`config.mk`:
```
export PLATFORM = sky130hd
export DESIGN_NAME = usbf_tx_packetizer
export DESIGN_NICKNAME = d
export VERILOG_FILES = /design/src/rtl/usbf_tx_packetizer.sv
export SDC_FILE = /design/constraint.sdc
export NUM_CORES = 1
export LEC_CHECK = 0
export CORE_ASPECT_RATIO = 1.5
export CORE_MARGIN = 4
export CORE_UTILIZATION = 30
export DETAILED_ROUTE_END_ITERATION = 16
export PLACE_DENSITY_LB_ADDON = 0.15
export SYNTH_ARGS = -nofsm -noshare
export SYNTH_HDL_FRONTEND = slang
export SYNTH_SLANG_ARGS = --single-unit
```
`constraint.sdc`:
```
create_clock -name clk_i -period 2.1 [get_ports clk_i]
set_clock_uncertainty 0.15 [all_clocks]
set_input_delay 0.42 -clock clk_i [delete_from_list [all_inputs] [get_ports clk_i]]
set_output_delay 0.42 -clock clk_i [all_outputs]
set_load 0.03 [all_outputs]
```
`src/rtl/usbf_tx_packetizer.sv`:
```
// USB device transmit packetizer: emits PID, optional FIFO payload and inverted
// CRC16 towards the UTMI transmit port, reporting done/underrun to the protocol engine.
module usbf_tx_packetizer #(
  parameter int LEN_W = 11
) (
  input  logic             clk_i,
  input  logic             rst_i,
  input  logic             tx_start_i,
  input  logic [7:0]       tx_pid_i,
  input  logic             tx_data_pkt_i,
  input  logic [LEN_W-1:0] tx_len_i,
  input  logic [7:0]       fifo_data_i,
  input  logic             fifo_empty_i,
  output logic             fifo_pop_o,
  output logic [7:0]       utmi_data_o,
  output logic             utmi_txvalid_o,
  input  logic             utmi_txready_i,
  output logic             tx_busy_o,
  output logic             tx_done_o,
  output logic             tx_underrun_o
);

  typedef enum logic [2:0] {
    S_IDLE,
    S_PID,
    S_DATA,
    S_CRC_LO,
    S_CRC_HI
  } state_t;

  state_t           state_q, state_d;
  logic [7:0]       pid_q, pid_d;
  logic             data_pkt_q, data_pkt_d;
  logic [LEN_W-1:0] rem_q, rem_d;
  logic [15:0]      crc_q, crc_d;
  logic             done_q, done_d;
  logic             underrun_q, underrun_d;

  // CRC-16/USB, reflected polynomial 0xA001, one byte processed LSB first.
  function automatic logic [15:0] crc16_byte(input logic [15:0] crc, input logic [7:0] b);
    logic [15:0] c;
    logic        fb;
    c = crc;
    for (int i = 0; i < 8; i++) begin
      fb = c[0] ^ b[i];
      c  = {1'b0, c[15:1]};
      if (fb) c = c ^ 16'hA001;
    end
    return c;
  endfunction

  always_comb begin
    state_d        = state_q;
    pid_d          = pid_q;
    data_pkt_d     = data_pkt_q;
    rem_d          = rem_q;
    crc_d          = crc_q;
    done_d         = 1'b0;
    underrun_d     = 1'b0;
    utmi_data_o    = 8'h00;
    utmi_txvalid_o = 1'b0;
    fifo_pop_o     = 1'b0;
    case (state_q)
      S_IDLE: begin
        if (tx_start_i) begin
          pid_d      = tx_pid_i;
          data_pkt_d = tx_data_pkt_i;
          rem_d      = tx_len_i;
          crc_d      = 16'hFFFF;
          state_d    = S_PID;
        end
      end
      S_PID: begin
        utmi_data_o    = pid_q;
        utmi_txvalid_o = 1'b1;
        if (utmi_txready_i) begin
          if (!data_pkt_q) begin
            state_d = S_IDLE;
            done_d  = 1'b1;
          end else if (rem_q == '0) begin
            state_d = S_CRC_LO;
          end else begin
            state_d = S_DATA;
          end
        end
      end
      S_DATA: begin
        utmi_data_o    = fifo_data_i;
        utmi_txvalid_o = !fifo_empty_i;
        // An empty FIFO mid-payload aborts: txvalid is already low this cycle.
        if (fifo_empty_i) begin
          state_d    = S_IDLE;
          underrun_d = 1'b1;
        end else if (utmi_txready_i) begin
          fifo_pop_o = 1'b1;
          crc_d      = crc16_byte(crc_q, fifo_data_i);
          rem_d      = (rem_q != '0) ? rem_q - 1'b1 : '0;
          if (rem_q <= LEN_W'(1)) state_d = S_CRC_LO;
        end
      end
      S_CRC_LO: begin
        utmi_data_o    = ~crc_q[7:0];
        utmi_txvalid_o = 1'b1;
        if (utmi_txready_i) state_d = S_CRC_HI;
      end
      S_CRC_HI: begin
        utmi_data_o    = ~crc_q[15:8];
        utmi_txvalid_o = 1'b1;
        if (utmi_txready_i) begin
          state_d = S_IDLE;
          done_d  = 1'b1;
        end
      end
      default: state_d = S_IDLE;
    endcase
  end

  always_ff @(posedge clk_i or posedge rst_i) begin
    if (rst_i) begin
      state_q    <= S_IDLE;
      pid_q      <= 8'h00;
      data_pkt_q <= 1'b0;
      rem_q      <= '0;
      crc_q      <= 16'hFFFF;
      done_q     <= 1'b0;
      underrun_q <= 1'b0;
    end else begin
      state_q    <= state_d;
      pid_q      <= pid_d;
      data_pkt_q <= data_pkt_d;
      rem_q      <= rem_d;
      crc_q      <= crc_d;
      done_q     <= done_d;
      underrun_q <= underrun_d;
    end
  end

  assign tx_busy_o     = (state_q != S_IDLE);
  assign tx_done_o     = done_q;
  assign tx_underrun_o = underrun_q;

endmodule

```
==> impl_metrics.yaml, run 1 <==
route:
  detail_route.wl_per_cell_um: 16.1
  antenna_violating_nets_post_route: 0
  detail_route.first_pass.iterations: 4
  drt_wl_total_mm: 7.61
  drt-initial-drc-count: 76
  num_vias: 2307
  drc: 0
  drt-vias-per-instance: 4.87
setup_path:
  cp.arrival_ns: 1.56
  r2r_start: "rem_q[9]$_DFFE_PP0P_"
  critical_path.reg2reg.endpoint: "state_q[0]$_DFFE_PP0P_"
  r2r_slack_ns: 0.04
  start_kind: "flip-flop"
  cp.required_ns: 1.53
  worst-r2r-cell-count: 4
  crit_fanout: 7
  path_class: "reg -> out"
  cp-end-kind: "output port"
clock_network:
  clk_pin_slew_worst_paths_ns: 0.06
  cts_made_buffers: 5
  clkSinkCount: 41
  clock_latency_ns: 0.28
  ctsLongestPathBuffers: 2
  cts.htree.levels: 2
  cts_tree: "yes"
  clock_tree.root_cell: "clkbuf_16"
timing:
  finalCritPeriodShare_pct: 101
  fin_tns_setup_ns: -0.0790
  timing.final.setup_violations: 6
  finalHoldViolations: 0
  setup_slack_ns: -0.0305
  finalCriticalPeriod_ns: 2.13
  grt_setup_unrepaired: "true"
  worst_slew_pin_slew_ns: 0.441
  fmax_ghz: 0.469
  slew_violations: 0
  relative_slew_slack_pct: 70.6
synthesis:
  synth.largest_area_cell: "dfrtp_1"
  ys_warn_count: 0
  primary_ff_master_synth: "dfrtp_1"
  postSynthNetCount: 294
  yosysSeqAreaShare_pct: 42.6
  synth_top_area_share_pct: 25.5
  async_reset_ff_share_pct: 100
  ys_ff_latch: 41
  synthesis.area_per_instance_sq_um: 9.48
  synth_edf_count: 0
  syn_area_sq_um: 2450
  synth_cell_type_count: 52
  syn-instance-count: 259
  ys_top_cells_by_area: "dfrtp_1, dfstp_2, o21ai_0"
pwr:
  ir_worst_vdd_mv: 0.671
  power_density_nw_per_um2: 1470
  total_leakage_power_uw: 0.00172
run_status:
  failed_checks: "negative setup slack"
  status: "finished, violations left"
grt:
  via_count_of_the_first_global_routing_pass: 2567
  grt_start_max_net_pins: 42
  grt.overflow.total: 0
  track_usage_pct: 16.3
  gr-usage-met2_pct: 28.9
  met1_track_demand_over_resource_pct: 19.3
  met3_usage_pct: 2.36
  antenna_found_initial: 0
  wire_length_of_the_first_global_routing_pass_mm: 12.3
  grt-busiest-layer: "met2"
placed_design:
  number_of_instances_in_the_placed_design: 448
  gp_routability_congestion: 0.830
  numPortBuffers: 45
  dp_hpwl_mm: 5.45
cells_and_area:
  design.final.nets: 403
  fillCellCount: 755
  layout-area-overhead-vs-synth_pct: 64.3
  fin_cells: 474
  drive_gt1_share_pct: 42.8
  multiInputGateArea_sq_um: 1540
  seqCellArea_sq_um: 1050
  post-route-util_pct: 50.4
  n_antenna_cell: 0
floorplanning:
  core-area_sq_um: 8010
  fp.dieArea_sq_um: 9720
  die-width_um: 81.9
  floorplan.initialDensity_pct: 30.7
  design.portCount: 46
  die_y_um: 119
  floorplan.rows: 40
flow_run:
  max_cap_viol_count: 0
min_path:
  worstHoldPathType: "in -> async"
-- sequential cells by signal, summed over array words and instances (netlist names) --
| name | count |
|---|---|
| state_q | 3 |
| crc_q | 16 |
| data_pkt_q | 1 |
| tx_done_o | 1 |
| pid_q | 8 |
| tx_underrun_o | 1 |
| rem_q | 11 |
-- logic make-up after synthesis --
kind of cell | count (synthesis) | synth area share, %
compound gates | 90 | 23.5
xor+xnor | 21 | 9.84
buf+inv | 27 | 4.48
simple gates | 68 | 14.3
flops | 41 | 42.6
mux | 10 | 4.28
fa+ha+maj | 2 | 1.02
-- layout by cell type, fill, tap and decap left out, types with 3 or more instances in the layout --
cell type / n
o22a_1: 5
dlygate4sd2_1: 4
clkbuf_16: 6
o22ai_2: 6
dfrtp_2: 3
mux2_2: 4
a22oi_2: 4
buf_6: 15
dfrtp_1: 22
nor3_1: 6
dlymetal6s2s_1: 4
nor2_1: 23
clkdlybuf4s50_1: 26
nand2_1: 13
a22oi_1: 7
xnor2_1: 8
xnor2_2: 6
nand2b_1: 3
o21ai_0: 24
inv_1: 12
buf_4: 60
mux2i_1: 4
a21oi_1: 21
nor2_4: 3
dfstp_2: 16
buf_12: 3
-- area by class of cell --
| cell class | count | area share (%) |
|---|---|---|
| Clock inverter | 2 | 0.931 |
| Clock buffer | 6 | 3.44 |
| Multi-Input combinational cell | 191 | 38.3 |
| Sequential cell | 41 | 26.0 |
| Inverter | 14 | 1.37 |
| Timing Repair Buffer | 115 | 26.7 |
| Tap cell | 105 | 3.26 |
-- repair_timing --
item / CTS / global route
setup endpoints to repair: 17 / 18
gates cloned: 1 / 1
hold buffers: 0 / 0
gates resized for setup: 47 / 29
pin swaps: 11 / 10
buffers inserted: 9 / 7
-- through the flow --
stage	cell area, sq um	hold WS, ns	power, uW	setup WS [ns]
after global routing	4030	0.372	6340	-0.0814
after detailed placement	3420	0.351	4380	-0.445
after global placement	3420	0.353	4360	-0.407
final	4030	0.351	5940	-0.0305
after CTS	3830	0.358	5660	-0.0169
after floorplan	2520	0.331	3210	-0.0857
-- power breakdown --
group / switching, uW / total [uW] / internal [uW]
Combinational: 1680 / 3550 / 1870
Sequential: 306 / 1480 / 1170
Clock: 320 / 914 / 593
-- critical path, stage by stage (launching register included) --
cell and delay (ns):
dfrtp_2 0.46, buf_12 0.16, nor2_4 0.09, nand2_2 0.09, buf_8 0.16, o22ai_2 0.17, buf_6 0.15
-- per-layer routing --
metal / part of all wire [%] / up-vias
li1: - / 1158
met4: 2.4 / 0
met1: 40 / 1095
met3: 2.7 / 12
met2: 55 / 42
met5: 0 / -
-- synthesized netlist by cell type (2+ instances only) --
| master | instances |
|---|---|
| a32oi_1 | 2 |
| inv_1 | 14 |
| or3b_2 | 2 |
| xnor2_1 | 14 |
| nor2b_1 | 3 |
| dfrtp_1 | 25 |
| nor3_1 | 6 |
| a22oi_1 | 11 |
| mux2i_1 | 6 |
| dfstp_2 | 16 |
| xnor3_1 | 2 |
| mux2_2 | 4 |
| nand2b_1 | 3 |
| nor2_1 | 26 |
| nor3b_1 | 2 |
| nand2_1 | 15 |
| ha_1 | 2 |
| o31a_1 | 2 |
| clkbuf_1 | 10 |
| a21oi_1 | 21 |
| o22ai_1 | 9 |
| xnor2_2 | 2 |
| o22a_1 | 5 |
| a211o_1 | 2 |
| xor2_1 | 2 |
| o21ai_0 | 26 |
| nor4_1 | 2 |
-- how the worst max path moves through the flow --
stage          slack, ns              startpoint               endpoint
2_1_floorplan      -0.09  state_q[1]$_DFFE_PP0P_         utmi_data_o[1]
5_1_grt            -0.08  state_q[1]$_DFFE_PP0P_         utmi_data_o[7]
3_5_place_dp       -0.45          fifo_data_i[3]   crc_q[0]$_DFFE_PP1P_
3_3_place_gp       -0.41          fifo_data_i[1]   crc_q[0]$_DFFE_PP1P_
6_report           -0.03  state_q[1]$_DFFE_PP0P_         utmi_data_o[1]
4_1_cts            -0.02    crc_q[6]$_DFFE_PP1P_  crc_q[15]$_DFFE_PP1P_
(Power assumes the default switching activity.)
==> run 2, diff against run 1 <==
Clock period 2.1 ns to 2.65 ns, I/O delays scaled along.
==> impl_metrics.yaml, run 2 (same netlist as run 1, synthesis figures left out) <==
clock_network:
  clock_latency_ns: 0.29
  cts_post_setup_buffers_inserted: 0
  hold_buffers: 0
  clock_tree.root_cell: "clkbuf_16"
  clkSinkCount: 41
  cts_tree: "yes"
  cts.htree.levels: 2
  clk_pin_slew_worst_paths_ns: 0.06
  ctsLongestPathBuffers: 2
  cts_made_buffers: 5
cells_and_area:
  register_bank_with_the_most_flops: "crc_q"
  largest_registers: "crc_q x16, rem_q x11, pid_q x8"
  design.final.nets: 357
  flip_flop_count_of_the_largest_register_all_copies_and_words_added: 16
  fin_cells: 428
  multiInputGateArea_sq_um: 1300
  layout_commonest_cell: "clkdlybuf4s50_1"
  drive_gt1_share_pct: 23.5
  layout-area-overhead-vs-synth_pct: 34.1
  seqCellArea_sq_um: 1050
  fillCellCount: 835
  n_antenna_cell: 0
  mostFrequentLayoutCells: "clkdlybuf4s50_1, buf_4, nor2_1, o21ai_0, dfrtp_1"
timing:
  worst_slew_pin_slew_ns: 0.567
  grt_setup_unrepaired: "false"
  timing.final.setup_violations: 0
  fmax_ghz: 0.394
  finalCritPeriodShare_pct: 95.8
  setup_slack_ns: 0.110
  finalHoldViolations: 0
  relative_slew_slack_pct: 62.0
  slew_violations: 0
  fin_tns_setup_ns: 0
  finalCriticalPeriod_ns: 2.54
floorplanning:
  design.portCount: 46
  floorplan.initialDensity_pct: 30.7
  floorplan.rows: 40
  die_y_um: 119
  core-area_sq_um: 8010
  fp.dieArea_sq_um: 9720
  die-width_um: 81.9
route:
  antenna_violating_nets_post_route: 0
  num_vias: 2151
  detail_route.first_pass.iterations: 4
  drt-vias-per-instance: 5.03
  drc: 0
  drt_wl_total_mm: 7.12
  drt-initial-drc-count: 70
  detail_route.wl_per_cell_um: 16.6
setup_path:
  cp.arrival_ns: 1.86
  cp-end-kind: "output port"
  path_class: "reg -> out"
  start_kind: "flip-flop"
  cp.required_ns: 1.97
  crit_fanout: 10
grt:
  track_usage_pct: 15.9
  via_count_of_the_first_global_routing_pass: 2264
  antenna_found_initial: 0
  wire_length_of_the_first_global_routing_pass_mm: 11.7
  grt_start_max_net_pins: 42
  grt.overflow.total: 0
placed_design:
  dp_hpwl_mm: 5.27
  dp_slack_ns: -0.00365
  number_of_instances_in_the_placed_design: 420
  numPortBuffers: 45
  gp_routability_congestion: 0.841
run_status:
  status: "completed"
pwr:
  power_density_nw_per_um2: 1150
  overall_power_of_the_completed_layout_uw: 3770
  ir_worst_vdd_mv: 0.390
  total_leakage_power_uw: 0.00135
min_path:
  worstHoldPathType: "reg -> reg"
flow_run:
  max_cap_viol_count: 0
-- run 2: timing repair --
action / 4_1_cts / 5_1_grt
resized for setup: 0 / 2
hold endpoints to repair: 0 / 0
endpoints found under the setup margin: 0 / 4
-- run 2: area by class of cell --
type | instances | share of cell area, %
Multi-Input combinational cell | 191 | 39.5
Inverter | 14 | 1.60
Clock inverter | 3 | 0.532
Sequential cell | 41 | 31.8
Tap cell | 105 | 3.99
Clock buffer | 5 | 3.80
Timing Repair Buffer | 69 | 18.8
-- run 2: critical path, cell delays in order, from the launching register on --
cell and delay (ns):
dfrtp_1 0.51, or3_1 0.44, clkdlybuf4s50_1 0.62
-- run 2: path summary, 6_finish.rpt --
path / startpoint / endpoint / slack, ns / cells after the start
max in group asynchronous: rst_i / state_q[1]$_DFFE_PP0P_ / 1.40 / 3
worst min register to register: pid_q[5]$_DFFE_PP0P_ / pid_q[5]$_DFFE_PP0P_ / 0.36 / 1
min in group asynchronous: rst_i / pid_q[3]$_DFFE_PP0P_ / 0.53 / 3
worst max-delay path: state_q[0]$_DFFE_PP0P_ / tx_busy_o / 0.11 / 2
worst max register to register: state_q[0]$_DFFE_PP0P_ / state_q[1]$_DFFE_PP0P_ / 0.31 / 5
worst min-delay path: pid_q[5]$_DFFE_PP0P_ / pid_q[5]$_DFFE_PP0P_ / 0.36 / 1
-- run 2: power by group --
group          internal, uW  leakage (uW)  switching (uW)  total [uW]
registers               924      0.000477             275        1200
clock network           346     0.0000696             261         606
logic                   939      0.000802            1030        1970
total                  2210       0.00135            1570        3770
-- run 2: routing by layer --
layer  GRT usage [%]  up-vias  routed length, um
met5               0        -                  0
li1                -     1061                  -
met3            2.36       11                245
met4            7.80        0                216
met2            27.1       41               3760
met1            18.9     1038               2900
-- run 2: stage by stage --
step | instance area, sq um | util (%) | hold slack, ns
5_1_grt | 3290 | 41.1 | 0.386
3_5_place_dp | 3150 | 39.3 | 0.350
3_3_place_gp | 3150 | 39.3 | 0.345
2_1_floorplan | 2450 | - | 0.331
6_report | 3290 | 41.1 | 0.363
4_1_cts | 3290 | 41.1 | 0.363
==> run 3, diff against run 2 <==
Settings changed: CAP_MARGIN set to 20.
==> results of run 3 <==
Final layout, timing and power as in run 2 (identical DEF).
